**src/rtl/sign_extender_12to16.sv**
```systemverilog
// sign_extender_12to16: widens a 12-bit immediate to 16 bits, combinationally and as a registered valid-qualified copy
module sign_extender_12to16 (
  input  logic        clk,
  input  logic        rst_n,
  input  logic [11:0] bit12_in,
  input  logic [1:0]  ext_mode,
  input  logic        in_valid,
  output logic [15:0] bit16_out,
  output logic [15:0] bit16_q,
  output logic        out_valid
);
  always_comb bit16_out = ext_mode == 2'b01 ? {4'b0000, bit12_in} :
                          ext_mode == 2'b10 ? {{3{bit12_in[11]}}, bit12_in, 1'b0} :
                                              {{4{bit12_in[11]}}, bit12_in};
  always_ff @(posedge clk) begin
    if (!rst_n) begin
      bit16_q   <= 16'h0000;
      out_valid <= 1'b0;
    end else begin
      out_valid <= in_valid;
      if (in_valid) bit16_q <= bit16_out;
    end
  end
endmodule

```
**config.mk**
```make
export PLATFORM = sky130hd
export DESIGN_NAME = sign_extender_12to16
export DESIGN_NICKNAME = d
export VERILOG_FILES = /design/src/rtl/sign_extender_12to16.sv
export SDC_FILE = /design/constraint.sdc
export NUM_CORES = 1
export LEC_CHECK = 0
export ABC_AREA = 1
export BUFFER_PORTS_ARGS = -buffer_cell sky130_fd_sc_hd__buf_2
export CORE_AREA = 10 10 54 56
export CTS_CLUSTER_SIZE = 14
export DETAILED_ROUTE_END_ITERATION = 8
export DIE_AREA = 0 0 64 66
export PLACE_DENSITY = 0.79
export SYNTH_ARGS = -nofsm -noshare
export SYNTH_HDL_FRONTEND = slang
export SYNTH_SLANG_ARGS = --single-unit
```
**constraint.sdc**
```tcl
create_clock -name clk -period 2.1 [get_ports clk]
set_input_delay 0.42 -clock clk [delete_from_list [all_inputs] [get_ports clk]]
set_output_delay 0.42 -clock clk [all_outputs]
set_load 0.005 [all_outputs]
```
### Yosys cells after proc, flatten, opt, wreduce, memory -nomap -nowiden

Cells that the tools add are included.

| word-level totals | value |
|---|---|
| register bits after elaboration | 17 |
| bits in latches | 0 |
| bits in writable memories | 0 |
| bits in read-only memories | 0 |
| bits of input ports | 17 |
| output and inout bits | 33 |
| logic and storage cells | 6 |
| memories kept | 0 |

| cells by class | value |
|---|---|
| add/sub/neg operators | 0 |
| $mul | 0 |
| divide/modulo/power cells | 0 |
| magnitude comparators | 0 |
| equality and inequality tests | 2 |
| shift-type cells | 0 |
| multiplexer cells | 2 |
| bitwise logic cells | 0 |
| reductions and logical operators | 0 |

Operators with widths:

| kind | number |
|---|---|
| 16-bit two-way mux | 1 |
| 12-bit two-way mux | 1 |
| 2-bit by 1-bit == test with 1-bit output, second input constant | 1 |
| 2-bit == test, second input constant | 1 |

### Depth between registers and ports, before layout

| depth | value |
|---|---|
| word-level depth | 3 |
| mapped depth | 7 |
| mapped depth without buffers | 6 |

### Worst setup path after synthesis

No wires, ideal clock.

| timing path | value |
|---|---|
| path kind | input-to-output |
| start | in ext_mode[0] |
| end | out bit16_out[13] |
| arrival | 1.043 ns |
| data required time | 1.680 ns |
| setup slack | 0.637 ns |
| stages | 5 |
| buffers on the path | 2 |
| cell sequence | inv_2 -> buf_2 -> o21ai_0 -> inv_1 -> buf_4 |

| on the way | value |
|---|---|
| cells in the longest elaborated chain, start to end | 2 |

RTL lines:

| what | RTL line | source |
|---|---|---|
| from (decl) | 6 | `input logic [1:0] ext_mode,` |
| 2-bit by 1-bit == test with 1-bit output | 12 | `always_comb bit16_out = ext_mode == 2'b01 ? {4'b0000, bit12_in} :` |
| 16-bit two-way mux | 12 |  |
| to (decl) | 8 | `output logic [15:0] bit16_out,` |

No other way between the ends.

### Final worst setup path

| timing path | value |
|---|---|
| start | in ext_mode[0] |
| end | out bit16_out[9] |

| on the way | value |
|---|---|
| cells in the longest elaborated chain, start to end | 3 |
| elaborated cells on any way between the ends | 4 |
| those cells by class | eq/ne: 2; mux: 2 |

RTL lines:

| what | RTL line | source |
|---|---|---|
| 2-bit == test | 13 | `ext_mode == 2'b10 ? {{3{bit12_in[11]}}, bit12_in, 1'b0} :` |
| 12-bit two-way mux | 13 |  |
| 16-bit two-way mux (*) | 12 |  |

Mark *: on every way between the ends. The rest lies on a longest branch, timed or not.

==> run metrics <==
HP Class in -> reg; post-synth top area share 35.33%; Core Area 0.001902 mm^2; Nets 186; CTS tree yes; Crit Path Class in -> out; status finished, final reports clean; wl on met1 939 um; Setup-failing EPs final 0; cells after synthesis 128; synth warn 0; RSZ-0062 raised after global routing false; final worst-path cycle share 77.50%; worst setup path start ext_mode[0]; top cells by area, synth dfxtp_1, nand2_1, nand3_1; Worst setup EP type output port; Clock Tree Buf Depth 2; vias per inst 4.569; DP HPWL 1849 um; first-pass GRT wire length 3712 um; area grow syn2layout 27.44%; worst skew pair latency 270 ps; total number of vias 891; worst r2r dst bit16_q[14]$_SDFFE_PN0P_; Die X 64 um; Pwr Total 643.1 uW; Worst VDD drop 0.0003516 V; Yosys top cell by area dfxtp_1; hold depth 3; ant diodes 0; DR iter-0 viols 41; die height 66 um; synth unique cells 12; Avg Cell Area, Syn 6.197 um^2; largest net degree at the start of global routing 28; Critical path destination bit16_out[9]; clock skew 0 ps; buffer count from post-CTS setup fixing 0; initial antenna violation count 0; Initial Util 41.71%; Fin. Hold Viols 0; worst-case reg-to-reg path depth 2; layout cells sized above 1 32.74%; global route overflow 0; syn_nets 145; CTS Sinks 14; Critical Path RT 1680 ps; Arr. time, crit path 1210 ps; final antenna-violating net count 0; floorplan row count 16; Final Routed Wirelength 2313 um; Cell Pwr Density 636.1 mW/mm^2; Max-Cap Viols 0; sequential share of the synthesized area 35.33%; post-CTS resize count 0; max-slew violation count 0; Final Wtd Congestion 0.7695; worst slew pin tran 433.3 ps; DR top layer met4; Die Area 0.004224 mm^2; Setup crit start kind input pin; RR Startpoint bit16_q[14]$_SDFFE_PN0P_; Pleak 0.0006648 uW; Final Critical Period 1628 ps; routed wl met3 369 um; Yosys reg bits 14; Worst-path clk slew 90 ps; # IOs 50; DRC errors left 0; Fin Setup TNS 0 ps; TritonCTS Buffers 3; reg2reg setup slack 1430 ps; WL/cell 11.86 um; Hold Buf Count CTS 0; # port buffers 49; wire length on met2 990 um; Synth Cell Area 793.3 um^2; Worst Path Max Fanout 13; Max-slew headroom 71.12%; Initial DRT Pass Iterations 4; Max Clk Rate 614.4 MHz; total track usage 10.60%; htree depth 1; CTS Root Cell clkbuf_4; vias in the first global route 838
[placed cells by master (no fill, tap or decap)]
cell type  Yosys  routed
inv_2          1       1
nand2_1       35      35
o21ai_0        3       3
clkbuf_8       0       1
a21oi_1        2       2
nor2_1        22      22
clkbuf_4       0       3
inv_1         15      15
dfxtp_1       14      14
buf_2          3      49
nand3_1       22      22
nand2_2        1       1
[Yosys cell counts]
| library cell | n |
|---|---|
| buf_2 | 3 |
| inv_2 | 1 |
| nand2_2 | 1 |
| nor2_1 | 22 |
| nand2_1 | 35 |
| nand3_1 | 22 |
| buf_4 | 8 |
| dfxtp_1 | 14 |
| o21ai_0 | 3 |
| buf_6 | 2 |
| inv_1 | 15 |
| a21oi_1 | 2 |
[report_power, final]
group          switching [uW]  internal, uW
clock network            90.1           105
registers                8.85           285
logic                    87.3          66.9
total                     186           457
[worst min path at each step]
stage / to / start
after floorplan: bit16_q[0]$_SDFFE_PN0P_ / bit16_q[0]$_SDFFE_PN0P_
after detailed placement: bit16_q[0]$_SDFFE_PN0P_ / bit16_q[0]$_SDFFE_PN0P_
after CTS: out_valid$_SDFF_PN0_ / rst_n
final: out_valid$_SDFF_PN0_ / rst_n
after global placement: bit16_q[0]$_SDFFE_PN0P_ / bit16_q[0]$_SDFFE_PN0P_
after global routing: out_valid$_SDFF_PN0_ / rst_n
[layout make-up]
cell class / count / area [um^2]
Fill cell: 199 / 890.9
Tap cell: 27 / 33.78
Timing Repair Buffer: 49 / 245.2
Sequential cell: 14 / 280.3
Multi-Input combinational cell: 85 / 355.3
Clock buffer: 4 / 36.28
Inverter: 16 / 60.06
[sequential cells by signal, summed over array words and instances (netlist names)]
signal     count
bit16_q       13
out_valid      1
[metal layers]
layer,track usage [%],vias to the layer above
met5,0,-
met4,3.825,0
met3,5.593,4
met2,15.80,51
met1,12.61,374
li1,-,462
[through the flow]
step	instance area [um^2]	utilization, %	hold slack [ps]	setup WS (ps)	std cells
after floorplan	793.3	-	514.0	637.5	128
after global placement	974.7	51.25	513.4	530.9	191
after detailed placement	974.7	51.25	516.2	489.9	191
after CTS	1011	53.16	353.7	484.4	195
after global routing	1011	53.16	372.2	405.6	195
final	1011	53.16	359.8	472.5	195
[logic make-up (layout without fill, tap and decap cells)]
group	after synthesis	after routing	synth area share, %
compound gates	5	5	3.154
simple gates	80	80	41.64
buf+inv	29	69	19.87
flops	14	14	35.33
[critical path, cell delays in order]
cell and delay [ps]:
buf_2 100, inv_2 170, nand2_2 200, nand2_1 120, nand2_1 70, buf_2 130
(Power assumes the default switching activity.)
